<file path="config.mk">
export PLATFORM = sky130hd
export DESIGN_NAME = useq_sequencer_flat
export DESIGN_NICKNAME = d
export VERILOG_FILES = /design/src/rtl/useq_sequencer_if.sv /design/src/rtl/useq_sequencer.sv /design/src/flat_wrapper.sv
export SDC_FILE = /design/constraint.sdc
export NUM_CORES = 1
export LEC_CHECK = 0
export CORE_MARGIN = 10
export CORE_UTILIZATION = 55
export CTS_BUF_LIST = sky130_fd_sc_hd__clkbuf_8
export CTS_CLUSTER_SIZE = 8
export DETAILED_ROUTE_END_ITERATION = 10
export GPL_ROUTABILITY_DRIVEN = 0
export PLACE_DENSITY = 0.85
export RECOVER_POWER = 50
export SLEW_MARGIN = 5
export SYNTH_ARGS = -nofsm -noshare
export SYNTH_HDL_FRONTEND = slang
export SYNTH_SLANG_ARGS = --single-unit
</file>
<file path="constraint.sdc">
create_clock -name clk -period 4.8 [get_ports clk]
set_input_delay 0.48 -clock clk [delete_from_list [all_inputs] [get_ports clk]]
set_output_delay 0.48 -clock clk [all_outputs]
set_load 0.05 [all_outputs]
</file>
<file path="src/rtl/useq_sequencer_if.sv">
// Bundle between the control ROM / decoder / flag logic and the microprogram sequencer.
interface useq_sequencer_if #(
    parameter int unsigned AW = 8
);
    logic          hold;
    logic [2:0]    n_sel;
    logic          inv;
    logic [2:0]    s_sel;
    logic [15:0]   cr;
    logic          load_cnt;
    logic [7:0]    cond;
    logic [AW-1:0] dec_addr;
    logic [AW-1:0] uaddr;
    logic [7:0]    cnt;
    logic [2:0]    sp;
    logic          stk_err;

    // Driver side: ROM word, conditions and decoder address in, sequencer state out.
    modport master (
        output hold, n_sel, inv, s_sel, cr, load_cnt, cond, dec_addr,
        input  uaddr, cnt, sp, stk_err
    );

    // Sequencer side.
    modport slave (
        input  hold, n_sel, inv, s_sel, cr, load_cnt, cond, dec_addr,
        output uaddr, cnt, sp, stk_err
    );
endinterface

</file>
<file path="src/rtl/useq_sequencer.sv">
// Microprogram sequencer: micro-PC, next-address select, loop counter and
// a small return stack for micro-subroutines. One microinstruction per clock.
module useq_sequencer #(
    parameter int unsigned AW    = 8,
    parameter int unsigned DEPTH = 4
) (
    input logic             clk,
    input logic             rst_n,
    useq_sequencer_if.slave bus
);
    localparam int unsigned SW      = (DEPTH > 1) ? $clog2(DEPTH) : 1;
    localparam logic [2:0]  SP_FULL = 3'(DEPTH);

    typedef enum logic [2:0] {
        NInc  = 3'd0,
        NJmp  = 3'd1,
        NDisp = 3'd2,
        NCbr  = 3'd3,
        NCsel = 3'd4,
        NCall = 3'd5,
        NRet  = 3'd6,
        NLoop = 3'd7
    } next_e;

    logic [AW-1:0] uaddr_q, uaddr_d;
    logic [7:0]    cnt_q, cnt_d;
    logic [2:0]    sp_q, sp_d;
    logic          err_q, err_d;
    logic [AW-1:0] stack_q [DEPTH];

    next_e         next_sel;
    logic          c;
    logic [AW-1:0] inc;
    logic [AW-1:0] tgt;
    logic [AW-1:0] alt;
    logic          push_en;
    logic [SW-1:0] push_idx;
    logic [SW-1:0] pop_idx;

    assign next_sel = next_e'(bus.n_sel);
    assign inc      = uaddr_q + AW'(1);
    assign tgt      = AW'(bus.cr[7:0]);
    assign alt      = AW'(bus.cr[15:8]);
    assign push_idx = sp_q[SW-1:0];
    assign pop_idx  = SW'(sp_q - 3'd1);

    // Next-state selection; hold freezes everything including counter preload.
    always_comb begin
        uaddr_d = uaddr_q;
        cnt_d   = cnt_q;
        sp_d    = sp_q;
        err_d   = err_q;
        push_en = 1'b0;
        // Condition 0 is hard-wired true, so s_sel=0 gives an unconditional select.
        c = ((bus.s_sel == 3'd0) ? 1'b1 : bus.cond[bus.s_sel]) ^ bus.inv;
        if (!bus.hold) begin
            if (bus.load_cnt && next_sel != NLoop) begin
                cnt_d = bus.cr[15:8];
            end
            unique case (next_sel)
                NInc:  uaddr_d = inc;
                NJmp:  uaddr_d = tgt;
                NDisp: uaddr_d = bus.dec_addr;
                NCbr:  uaddr_d = c ? tgt : inc;
                NCsel: uaddr_d = c ? tgt : alt;
                NCall: begin
                    uaddr_d = tgt;
                    if (sp_q == SP_FULL) begin
                        err_d = 1'b1;
                    end else begin
                        push_en = 1'b1;
                        sp_d    = sp_q + 3'd1;
                    end
                end
                NRet: begin
                    if (sp_q == 3'd0) begin
                        // Underflow falls back to the fetch routine at address 0.
                        uaddr_d = '0;
                        err_d   = 1'b1;
                    end else begin
                        uaddr_d = stack_q[pop_idx];
                        sp_d    = sp_q - 3'd1;
                    end
                end
                NLoop: begin
                    if (cnt_q != 8'd0) begin
                        cnt_d   = cnt_q - 8'd1;
                        uaddr_d = tgt;
                    end else begin
                        uaddr_d = inc;
                    end
                end
                default: uaddr_d = inc;
            endcase
        end
    end

    // Sequencer state registers with asynchronous clear.
    always_ff @(posedge clk or negedge rst_n) begin
        if (!rst_n) begin
            uaddr_q <= '0;
            cnt_q   <= '0;
            sp_q    <= '0;
            err_q   <= 1'b0;
        end else begin
            uaddr_q <= uaddr_d;
            cnt_q   <= cnt_d;
            sp_q    <= sp_d;
            err_q   <= err_d;
        end
    end

    // Return-stack storage; contents are meaningless after reset so no clear.
    always_ff @(posedge clk) begin
        if (push_en) begin
            stack_q[push_idx] <= inc;
        end
    end

    assign bus.uaddr   = uaddr_q;
    assign bus.cnt     = cnt_q;
    assign bus.sp      = sp_q;
    assign bus.stk_err = err_q;
endmodule
</file>
<file path="src/flat_wrapper.sv">
// flat-port wrapper written by rule: the top's interface ports become plain ports
module useq_sequencer_flat 
#(
    parameter int unsigned AW    = 8,
    parameter int unsigned DEPTH = 4
)
  (clk, rst_n, bus_hold, bus_n_sel, bus_inv, bus_s_sel, bus_cr, bus_load_cnt, bus_cond, bus_dec_addr, bus_uaddr, bus_cnt, bus_sp, bus_stk_err);
  useq_sequencer_if #(.AW(AW)) bus_i ();
  input logic clk;
  input logic rst_n;
  input wire logic [$bits(bus_i.hold)-1:0] bus_hold;
  input wire logic [$bits(bus_i.n_sel)-1:0] bus_n_sel;
  input wire logic [$bits(bus_i.inv)-1:0] bus_inv;
  input wire logic [$bits(bus_i.s_sel)-1:0] bus_s_sel;
  input wire logic [$bits(bus_i.cr)-1:0] bus_cr;
  input wire logic [$bits(bus_i.load_cnt)-1:0] bus_load_cnt;
  input wire logic [$bits(bus_i.cond)-1:0] bus_cond;
  input wire logic [$bits(bus_i.dec_addr)-1:0] bus_dec_addr;
  output wire logic [$bits(bus_i.uaddr)-1:0] bus_uaddr;
  output wire logic [$bits(bus_i.cnt)-1:0] bus_cnt;
  output wire logic [$bits(bus_i.sp)-1:0] bus_sp;
  output wire logic [$bits(bus_i.stk_err)-1:0] bus_stk_err;
  assign bus_i.hold = bus_hold;
  assign bus_i.n_sel = bus_n_sel;
  assign bus_i.inv = bus_inv;
  assign bus_i.s_sel = bus_s_sel;
  assign bus_i.cr = bus_cr;
  assign bus_i.load_cnt = bus_load_cnt;
  assign bus_i.cond = bus_cond;
  assign bus_i.dec_addr = bus_dec_addr;
  assign bus_uaddr = bus_i.uaddr;
  assign bus_cnt = bus_i.cnt;
  assign bus_sp = bus_i.sp;
  assign bus_stk_err = bus_i.stk_err;
  useq_sequencer #(.AW(AW), .DEPTH(DEPTH)) u_core (.clk(clk), .rst_n(rst_n), .bus(bus_i));
endmodule
</file>
==> results.cfg, run 1 <==
[run_status]
status = finished, final reports clean

[critical_path]
crit_buf_inv = 1
crit_top_cell = a221oi_2
setup.worst_path.start_class = flip-flop
critPathKind = flip-flop to flip-flop
path_max_fanout = 12
crit_path_cell_trace = inv_1 -> ha_1 -> mux4_2 -> a221o_1 -> a221oi_2 -> a221oi_2
worst_path_dominant_cell_family = flip-flops
cp.arrival_ps = 2970
critPathSlowestCell = dfrtp_1
slowest_delay_ps = 770
critPathCaptureType = flip-flop
crit_cells = 6
ff2ff_path_depth = 6
crit_required_ps = 4970

[layout]
final_cell_mix = clkdlybuf4s50_1 (50), edfxtp_1 (32), nand2_1 (24), dfrtp_1 (20)
nNetsFinal = 382
diodes = 0
syn2layout_area_growth_pct = 24.7
finish.instance_area_um2 = 3750
layoutNonFillerInstCount = 403
layout-drive-gt1-share = 0.0871
mostFrequentLayoutCell = clkdlybuf4s50_1

[routing]
drc_errors = 0
drt_pre_antenna_iters = 5
vias_per_cell = 6.38
ant_nets = 0
avgRoutedWirePerCell_um = 19.9
drt_iter0_drc = 305
drt-total-wl_um = 8010
dr_total_vias = 2570

[logic_synthesis]
ys.flop_type = edfxtp_1
syn_nets = 326
syn_avg_cell_area_um2 = 10.9
synth_top_cells_by_area = edfxtp_1 (32%), dfrtp_1 (17%), mux4_2 (6.0%)
netlist_area_um2 = 3000
synthCells = 276
synth_cell_types = 57
ys_seq_area_frac = 0.486
synth_area_leader_cell = edfxtp_1
async_flop_share = 0.385
synth-seq-cells = 52
ys_warn_count = 0
synth.top_cell.area_share = 0.320
synth_edf_count = 32

[floorplanning]
ios = 63
die_area_um2 = 8820
fp.dieH_um = 93.9
rows = 26
start_util = 0.577
die_w_um = 93.9
core_region_area_um2 = 5200

[flow_run]
drv_cap = 0

[cts]
clock-root-buffer = clkbuf_8
clk_pin_slew_ps = 100
post-cts-setup-buffer-count = 0
cts_tree = built
clkLatencyLatePin_ps = 320
holdBufCountCts = 0
ctsResizeCount = 0
h-tree-depth = 2
clockBufferDepth = 2
numCtsBuffers = 5
cts.sink_count = 52

[sta]
grt_setup_unrepaired = false
worst_slew_margin_rel = 0.313
fin_crit_ps = 2800
finalHoldViolCount = 0
finalClockSkew_ps = 11.9
drv_slew = 0
worst_hold_slack_ps = 487
worstMarginPinSlew_ps = 1030
finalSetupTns_ps = 0
setup_viol = 0
period_share = 0.584
fmax_mhz = 357

[placement]
dp_cells = 395
dp_hpwl_um = 6010
portBuffers = 61
place_area_um2 = 3650

[grt]
grt_usage = 0.187
grt_pass1_wl_um = 12900
gr-total-overflow = 0
antenna_found_initial = 0
grt_pass1_vias = 2561
grt_max_degree = 27

[pwr]
power.density_nw_per_um2 = 420
p_leak_nw = 1.37
ir_worst_vdd_mv = 0.510

[min_path]
worst_hold_path_type = flip-flop to flip-flop
min_path_cells = 1
[layer usage]
layer / vias up / track usage / part of all wire
li1: 1156 / - / -
met1: 1208 / 0.238 / 0.38
met2: 193 / 0.299 / 0.48
met3: 13 / 0.0608 / 0.13
met4: 0 / 0.0468 / 0.014
met5: - / 0 / 0
[cells in the mapped netlist (2+ instances only)]
cell      instances
edfxtp_1         32
nand2_1          24
dfrtp_1          20
a21oi_1          19
nor2_1           19
inv_1            15
o21ai_0          12
nand3_1          10
xnor2_1           9
clkbuf_1          8
mux4_2            8
ha_1              7
nand2b_1          7
and2_1            5
and3_1            5
nor3_1            5
a221o_1           4
a221oi_1          4
a221oi_2          4
mux2i_1           4
o22ai_1           4
a211oi_1          3
a31oi_1           3
nor2b_1           3
o22a_1            3
a22oi_1           2
buf_1             2
buf_2             2
nand4_1           2
nor2_2            2
nor3b_1           2
o211ai_1          2
[stage by stage]
step	power, mW	setup WS, ps	utilization
2_1_floorplan	1.10	1990	-
3_3_place_gp	1.31	1930	0.702
3_5_place_dp	1.33	1820	0.702
4_1_cts	1.59	1930	0.720
5_1_grt	1.66	1710	0.720
6_report	1.57	2000	0.720
[power by group]
| part | internal [mW] | leakage, nW | switching (mW) |
|---|---|---|---|
| sequential | 0.551 | 0.520 | 0.0828 |
| combinational | 0.279 | 0.804 | 0.399 |
| clock | 0.105 | 0.0485 | 0.158 |
[kinds of logic (layout without fill, tap and decap cells)]
logic type | Yosys count | after routing | synth area share
flip-flops | 52 | 52 | 0.486
XOR/XNOR | 11 | 11 | 0.0346
buffers and inverters | 27 | 84 | 0.0346
adder cells (fa/ha/maj) | 7 | 7 | 0.0292
AND/OR/NAND/NOR | 91 | 91 | 0.154
AO/OA/AOI/OAI | 75 | 75 | 0.184
multiplexers | 13 | 13 | 0.0771
[registers in the layout, summed over array words and instances (netlist names)]
signal              cells
u_core.bus.cnt          8
u_core.bus.sp           3
u_core.bus.stk_err      1
u_core.bus.uaddr        8
u_core.stack_q         32
[path summary, 6_finish.rpt]
kind                       slack [ps]                               to                           start
max                              2000  u_core.bus.uaddr[1]$_DFFE_PN0N_    u_core.bus.sp[0]$_DFFE_PN0P_
min                               490   u_core.bus.stk_err$_DFFE_PN0P_  u_core.bus.stk_err$_DFFE_PN0P_
max reg2reg                      2000  u_core.bus.uaddr[1]$_DFFE_PN0N_    u_core.bus.sp[0]$_DFFE_PN0P_
min reg2reg                       490   u_core.bus.stk_err$_DFFE_PN0P_  u_core.bus.stk_err$_DFFE_PN0P_
max in group asynchronous        3390     u_core.bus.sp[1]$_DFFE_PN0P_                           rst_n
min in group asynchronous         780    u_core.bus.cnt[6]$_DFFE_PN0N_                           rst_n
[area by class of cell]
class / instances / area, µm²
well taps: 70 / 87.6
inverters: 15 / 56.3
clock inverters: 3 / 22.5
fillers: 388 / 1460
flip-flops and latches: 52 / 1460
multi-input cells: 197 / 1440
clock buffers: 5 / 68.8
repair buffers: 61 / 611
(Power assumes the default switching activity.)
==> inputs of run 2 (changes only) <==
- CORE_UTILIZATION: 55 -> 53
- PLACE_DENSITY: 0.85 -> 0.82
- clock period: 4.8 -> 2.7 ns (I/O delays scaled with it)
==> run 2 against run 1 <==
Against the previous run:
- count of clock-buffer cells in the layout is the same
- clock skew fell by 3.5 ps
- die area rose by 3.0%
- worst hold slack better by 4.4 ps
- critical endpoint is now u_core.bus.uaddr[6]$_DFFE_PN0N_
- largest cell class unchanged
==> results.cfg, run 2 (synthesized netlist as in run 1, its figures left out) <==
[routing]
drt_iter0_drc = 260
avgRoutedWirePerCell_um = 19.8
ant_nets = 0
vias_per_cell = 6.25
drt_pre_antenna_iters = 5
dr_total_vias = 2581
drt-total-wl_um = 8170
wl_met2_um = 3880
wl_met3_um = 762
wl_met1_um = 3330
dr.max_layer_used = met4
drc_errors = 0

[sta]
finalHoldViolCount = 0
worst_slew_margin_rel = 0.203
drv_slew = 0
period_share = 0.849
worstMarginPinSlew_ps = 1200
fin_crit_ps = 2290
setup_viol = 0
grt_setup_unrepaired = false
fmax_mhz = 436
finalClockSkew_ps = 8.34
finalSetupTns_ps = 0

[floorplanning]
die_area_um2 = 9080
core_region_area_um2 = 5510
ios = 63
die_w_um = 95.3
start_util = 0.546
fp.dieH_um = 95.3
rows = 27

[layout]
largest_register_ffs = 32
final_core_util = 0.690
nNetsFinal = 390
mostFrequentLayoutCell = clkdlybuf4s50_1
syn2layout_area_growth_pct = 26.5
final_cell_mix = clkdlybuf4s50_1 (55), edfxtp_1 (32), nand2_1 (24)
diodes = 0
top_register = u_core.stack_q
layout-drive-gt1-share = 0.106
finish.instance_area_um2 = 3800

[critical_path]
critPathCaptureType = flip-flop
critPathKind = flip-flop to flip-flop
path_max_fanout = 6
setup.worst_path.start_class = flip-flop
cp.arrival_ps = 2490
crit_required_ps = 2900

[min_path]
worst_hold_path_type = flip-flop to flip-flop

[cts]
clock-root-buffer = clkbuf_8
clk_pin_slew_ps = 100
holdBufCountCts = 0
post-cts-setup-buffer-count = 0
clockBufferDepth = 2
numCtsBuffers = 5
h-tree-depth = 2
clkLatencyLatePin_ps = 310
ctsResizeCount = 0
cts.sink_count = 52
cts_tree = built

[grt]
grt_max_degree = 25
gr-total-overflow = 0
grt_pass1_vias = 2642
antenna_found_initial = 0
grt_pass1_wl_um = 13000
grt_usage = 0.182

[pwr]
power.density_nw_per_um2 = 753
ir_worst_vdd_mv = 0.713
total_power_mw = 2.86
p_leak_nw = 1.40

[placement]
portBuffers = 61
dp_hpwl_um = 6140
place_area_um2 = 3720

[run_status]
status = finished, final reports clean

[flow_run]
drv_cap = 0
[run 2: layer usage]
layer	up-vias	global-route usage
li1	1165	-
met1	1258	0.235
met2	139	0.287
met3	19	0.0440
met4	0	0.0723
met5	-	0
[run 2: final cells by class]
| class | instances | area [µm²] |
|---|---|---|
| timing repair buffer | 69 | 663 |
| clock buffer | 5 | 68.8 |
| clock inverter | 3 | 21.3 |
| fill | 404 | 1710 |
| inverter | 15 | 56.3 |
| multi-input combinational | 197 | 1440 |
| sequential | 52 | 1460 |
| tap | 72 | 90.1 |
[run 2: report_power, final]
part | total [mW] | internal, mW | switching [mW]
logic | 1.31 | 0.535 | 0.777
clock network | 0.467 | 0.185 | 0.282
registers | 1.08 | 0.981 | 0.103
[run 2: through the flow]
step,setup WS [ps],hold slack (ps),cells
floorplan,43.5,-25.6,276
global placement,263,469,405
detailed placement,208,464,405
CTS,405,309,413
global route,283,526,413
finish,408,491,413
[run 2: critical path, stage by stage (launching register included)]
cell	delay [ps]
dfrtp_1	410
inv_1	100
ha_1	400
buf_4	220
mux4_2	320
a221o_1	400
a221oi_1	220
a21oi_1	90
[run 2: worst paths after layout]
| path | startpoint | to | slack [ps] | cells past startpoint |
|---|---|---|---|---|
| worst max-delay path | u_core.bus.sp[1]$_DFFE_PN0P_ | u_core.bus.uaddr[6]$_DFFE_PN0N_ | 410 | 7 |
| worst min register to register | u_core.bus.stk_err$_DFFE_PN0P_ | u_core.bus.stk_err$_DFFE_PN0P_ | 490 | 1 |
| worst max register to register | u_core.bus.sp[1]$_DFFE_PN0P_ | u_core.bus.uaddr[6]$_DFFE_PN0N_ | 410 | 7 |
| max in group asynchronous | rst_n | u_core.bus.sp[0]$_DFFE_PN0P_ | 1200 | 2 |
| worst min-delay path | u_core.bus.stk_err$_DFFE_PN0P_ | u_core.bus.stk_err$_DFFE_PN0P_ | 490 | 1 |
| min in group asynchronous | rst_n | u_core.bus.cnt[6]$_DFFE_PN0N_ | 720 | 2 |
==> patch 1 (flow settings as in run 2) <==
`uaddr_q` no longer has a reset.
--- a/src/rtl/useq_sequencer.sv
+++ b/src/rtl/useq_sequencer.sv
@@ -99,14 +99,16 @@
     always_ff @(posedge clk or negedge rst_n) begin
         if (!rst_n) begin
-            uaddr_q <= '0;
             cnt_q   <= '0;
             sp_q    <= '0;
             err_q   <= 1'b0;
         end else begin
-            uaddr_q <= uaddr_d;
             cnt_q   <= cnt_d;
             sp_q    <= sp_d;
             err_q   <= err_d;
         end
+    end
+
+    always_ff @(posedge clk) begin
+        uaddr_q <= uaddr_d;
     end
 
Behaviour: not the same (a bounded check fails within 4 cycles, from zero or initial values and one cycle with rst_n low).
==> patch 1 against run 2 <==
Final cell count is 5.6% lower. Design area is 1.4% lower. Power is 6.4% lower. Largest cell class unchanged. Non-clock buffer count is 2 higher. Clock skew is 1.6 ps lower. Setup slack worse by 220 ps. Critical path type unchanged. Sequential cell count stayed put. Critical endpoint is now u_core.bus.uaddr[2]. Routed wire length is 8.6% lower. Area after synthesis is 3.3% lower.
==> patch 1: results (changes against run 2) <==
port bufs 61 (unchanged); initial antenna violation count 0 (unchanged); Placed Cells 382 (-5.7%); Max IR drop VDD 760 µV (+6.6%); syn_area_per_cell 11.8 µm² (+8.0%); flop2flop setup slack 190 ps (-220 ps); share of layout cells above drive strength 1 13.1% (+2.6 points); clock latency reported for the late side of the worst-skew pair 310 ps (about the same); worst reg2reg path endpoint u_core.bus.uaddr[2]; Critical R2R Launch u_core.bus.cnt[0]; register area share after synthesis 51.7% (+3.1 points); status finished, final reports clean; WL final 7470 µm (-8.6%); Worst path top cell family by delay compound AO/OA/AOI/OAI gates; total track usage 17.4% (-0.72 points); Worst Skew 6.71 ps (-1.63 ps); sw frac 37.7% (-2.9 points); slew of the pin with the lowest slew margin 764 ps (-432 ps); clk buf depth 2 (unchanged); vias per cell 5.94 (-5.0%); Final Critical Period 2510 ps (+217 ps); DP HPWL 5870 µm (-4.4%); TritonRoute pass-1 iters 4 (-1); Post-synth EDFFs 40 (+25%); Slowest-stage cell, CP dfrtp_2; worst min path class in2async; first-pass GRT wire length 12300 µm (-5.5%); syn_nets 297 (-8.9%); worst hold slack 376 ps (-116 ps); pin count of the biggest net entering global routing 18 (-28%); FF-to-FF path depth 7 (unchanged); Pleak 1.41 nW (+0.59%); area post-placement 3660 µm² (-1.6%); H-tree Lvls 2 (unchanged); Async S/R FF share, synth 23.1% (-15 points); Post-synth top cells edfxtp_1 (40), inv_1 (20), nand2_1 (18); number of global-route vias before repair 2421 (-8.4%); slowest stage delay, CP 440 ps (+30 ps); pre-CTS setup slack 3.03 ps (-205 ps); cells taking the most area after synthesis edfxtp_1 (41%), dfrtp_1 (10%), mux4_2 (6.2%); Startpoint Class flip-flop; Nets 369 (-5.4%); Layout Cells excl Fill 390 (-5.6%); Num CTS Buffers 5 (unchanged); Antenna diodes 0 (unchanged); Resize count post-CTS 0 (unchanged); critical path peak fanout 5 (-1); endpoint class of the critical path flip-flop; synth warn 0 (unchanged); MaxCap Viol Count 0 (unchanged); initial drt markers 206 (-21%); Synth cell types 51 (-11%); CP arrival 2570 ps (+80 ps); Worst-path clk slew 90 ps
patch 1: cell types whose count changed in the layout (fill, tap and decap cells not counted), moves of 8 or more:
cell and delta:
nor2_1 -8, edfxtp_1 +8, dfrtp_1 -10, a22oi_1 +12
a21oi_1 -13
patch 1: logic make-up after synthesis:
logic type	after synthesis	synth area share (%)
adder cells (fa/ha/maj)	7	3.02
flip-flops	52	51.7
buffers and inverters	26	3.40
AND/OR/NAND/NOR	67	11.6
multiplexers	14	8.32
AO/OA/AOI/OAI	70	18.7
XOR/XNOR	11	3.32
patch 1: power by group through the flow:
stage / clock, W / sequential [W] / combinational [W]
2_1_floorplan: 0 / 0.00131 / 0.000555
3_3_place_gp: 0 / 0.00107 / 0.00116
3_5_place_dp: 0 / 0.00108 / 0.00118
4_1_cts: 0.000459 / 0.00106 / 0.00119
5_1_grt: 0.000489 / 0.00107 / 0.00126
6_report: 0.000451 / 0.00106 / 0.00117
patch 1: worst min-delay path by stage:
stage	end	cells after the start
floorplan	u_core.bus.cnt[0]	0
global placement	u_core.bus.stk_err	1
detailed placement	u_core.bus.stk_err	1
CTS	u_core.bus.cnt[4]	1
global route	u_core.bus.cnt[4]	1
finish	u_core.bus.cnt[4]	1
patch 1: area by class of cell:
type | count | area (µm²)
multi-input cells | 169 | 1300
clock inverters | 3 | 22.5
fillers | 389 | 1460
repair buffers | 71 | 686
flip-flops and latches | 52 | 1510
clock buffers | 5 | 68.8
well taps | 70 | 87.6
inverters | 20 | 75.1
patch 1: per-stage QoR:
stage	util, %	total power [W]
finish	72.0	0.00268
global route	72.0	0.00282
CTS	72.0	0.00271
detailed placement	70.3	0.00226
global placement	70.3	0.00223
floorplan	-	0.00186
patch 1: per-layer routing:
layer	up-vias	GRT usage [%]	routed length, µm
met5	-	0	0
met4	0	5.06	82
met3	9	4.40	624
met2	114	27.2	3620
met1	1086	23.3	3140
li1	1107	-	-
==> patch 2 (config.mk and constraints of run 2) <==
Without the edit above. `AW` is set to 8 in 3 places; all go to 9.
--- a/src/rtl/useq_sequencer_if.sv
+++ b/src/rtl/useq_sequencer_if.sv
@@ -1,5 +1,5 @@
 // Bundle between the control ROM / decoder / flag logic and the microprogram sequencer.
 interface useq_sequencer_if #(
-    parameter int unsigned AW = 8
+    parameter int unsigned AW = 9
 );
     logic          hold;
--- a/src/rtl/useq_sequencer.sv
+++ b/src/rtl/useq_sequencer.sv
@@ -2,5 +2,5 @@
 // a small return stack for micro-subroutines. One microinstruction per clock.
 module useq_sequencer #(
-    parameter int unsigned AW    = 8,
+    parameter int unsigned AW    = 9,
     parameter int unsigned DEPTH = 4
 ) (
--- a/src/flat_wrapper.sv
+++ b/src/flat_wrapper.sv
@@ -2,5 +2,5 @@
 module useq_sequencer_flat 
 #(
-    parameter int unsigned AW    = 8,
+    parameter int unsigned AW    = 9,
     parameter int unsigned DEPTH = 4
 )
Interface: changed (resized bus_dec_addr and bus_uaddr); port bits go from 63 to 65. No check against the original RTL was run, so the function may have changed too.
==> patch 2 against run 2 <==
Clock skew about the same. Setup slack worse by 4.8 ps. Sequential cell count rose by 5. Final cell count increased by 3.4%. Global-route usage grew 1.0 points. Area after synthesis is 4.9% higher. Combinational power is 7% higher. Design area rose by 8.2%. Via count grew 3.2%. Routed wire length rose by 9.9%. Power up 20%. Critical endpoint unchanged. Highest routed layer unchanged.
==> patch 2: results (changes against run 2) <==
Synth cell types 59 (+3.5%); vias per cell 6.24 (-0.21%); cells taking the most area after synthesis edfxtp_1 (34%), dfrtp_1 (17%), mux4_2 (7.1%); Post-synth EDFFs 36 (+13%); Worst Skew 8.38 ps (+0.0338 ps); slew of the pin with the lowest slew margin 1300 ps (+105 ps); XOR/XNOR Fraction of Synth Area 3.06% (-0.40 points); post-synthesis adder-cell area fraction 2.78% (-0.14 points); Num CTS Buffers 9 (+4); Nets 398 (+2.1%); switching pwr 0.00134 W (+15%); worst min path class reg2reg; register area share after synthesis 51.0% (+2.3 points); number of global-route vias before repair 2703 (+2.3%); port bufs 63 (+3.3%); Pleak 1.49 nW (+6.7%); Max IR drop VDD 725 µV (+1.7%); syn_nets 325 (-0.31%); pin count of the biggest net entering global routing 22 (-12%); max reg flops 36 (+13%); GR Util met2 28.7% (-0.041 points); WL final 8980 µm (+9.9%); critical path peak fanout 10 (+4); synth warn 0 (unchanged); fill cell count 413 (+2.2%); Met3 Routed Length 1050 µm (+38%); share of layout cells above drive strength 1 15.1% (+4.5 points); Async S/R FF share, synth 36.8% (-1.6 points); initial drt markers 261 (+0.38%); status finished, final reports clean; complex-gate fraction of the synthesized area 19.7% (+1.2 points); met1 usage 24.6% (+1.1 points); Hold Path Origin u_core.bus.stk_err; WL met2 4110 µm (+5.9%); Worst setup endpoint u_core.bus.uaddr[6]; Hold Crit Endpoint u_core.bus.stk_err; initial antenna violation count 0 (unchanged); total track usage 19.2% (+1.0 points); Post-synth top cells edfxtp_1 (36), dfrtp_1 (21), a21oi_1 (18), nand2_1 (18), inv_1 (16); first-pass GRT wire length 14600 µm (+12%); FF-to-FF path depth 6 (-1); mux contribution to synthesized area 7.82% (+0.12 points); clock latency reported for the late side of the worst-skew pair 350 ps (+40 ps); CP arrival 2510 ps (+20 ps); DP HPWL 6530 µm (+6.3%); met3 Use GR 6.33% (+1.9 points); Worst-path clk slew 70 ps (-30 ps); Critical R2R Launch u_core.bus.sp[1]; H-tree Lvls 3 (+1); wire length on met1 3610 µm (+8.2%)
-- patch 2: cell count changes after synthesis, sizes merged, moves of 3 or more --
cell    delta
a31oi      +4
edfxtp     +4
a221oi     -4
a32oi      +4
nor2       -9
nand2b     -6
nand3      -4
nand2      -5
mux2i      -3
o21ai     +16
-- patch 2: cell type report --
cell class | count | area share (%)
Sequential cell | 57 | 39.1
Multi-Input combinational cell | 189 | 34.9
Timing Repair Buffer | 73 | 17.1
Clock buffer | 10 | 3.35
Tap cell | 75 | 2.28
Clock inverter | 6 | 1.77
Inverter | 17 | 1.55
-- patch 2: per-stage QoR --
stage	total power, W	hold WS, ps	cell area [µm²]	setup slack, ps	cells
final	0.00345	472	4110	403	427
after detailed placement	0.00261	461	3910	325	411
after CTS	0.00345	286	4120	442	427
after global placement	0.00258	472	3910	367	411
after floorplan	0.00214	-25.6	3150	25.4	274
after global routing	0.00359	498	4110	262	427
-- patch 2: cells by family (layout without fill, tap and decap cells) --
kind of cell / count (synthesis) / count (layout)
xor+xnor: 11 / 11
fa+ha+maj: 7 / 7
compound gates: 89 / 89
buf+inv: 28 / 106
flops: 57 / 57
mux: 12 / 12
simple gates: 70 / 70
-- patch 2: power groups by stage --
stage	Combinational [W]	Sequential, W	Clock [W]
global route	0.00149	0.00122	0.000885
finish	0.00140	0.00120	0.000841
floorplan	0.000659	0.00148	0
detailed placement	0.00139	0.00122	0
global placement	0.00136	0.00122	0
CTS	0.00140	0.00120	0.000848
-- patch 2: worst max-delay path, cell delays in order (launching register included) --
cell and delay (ps):
dfrtp_1 390, inv_1 100, ha_1 590, mux4_2 420, a221o_1 310, a31oi_1 190, a32oi_1 150
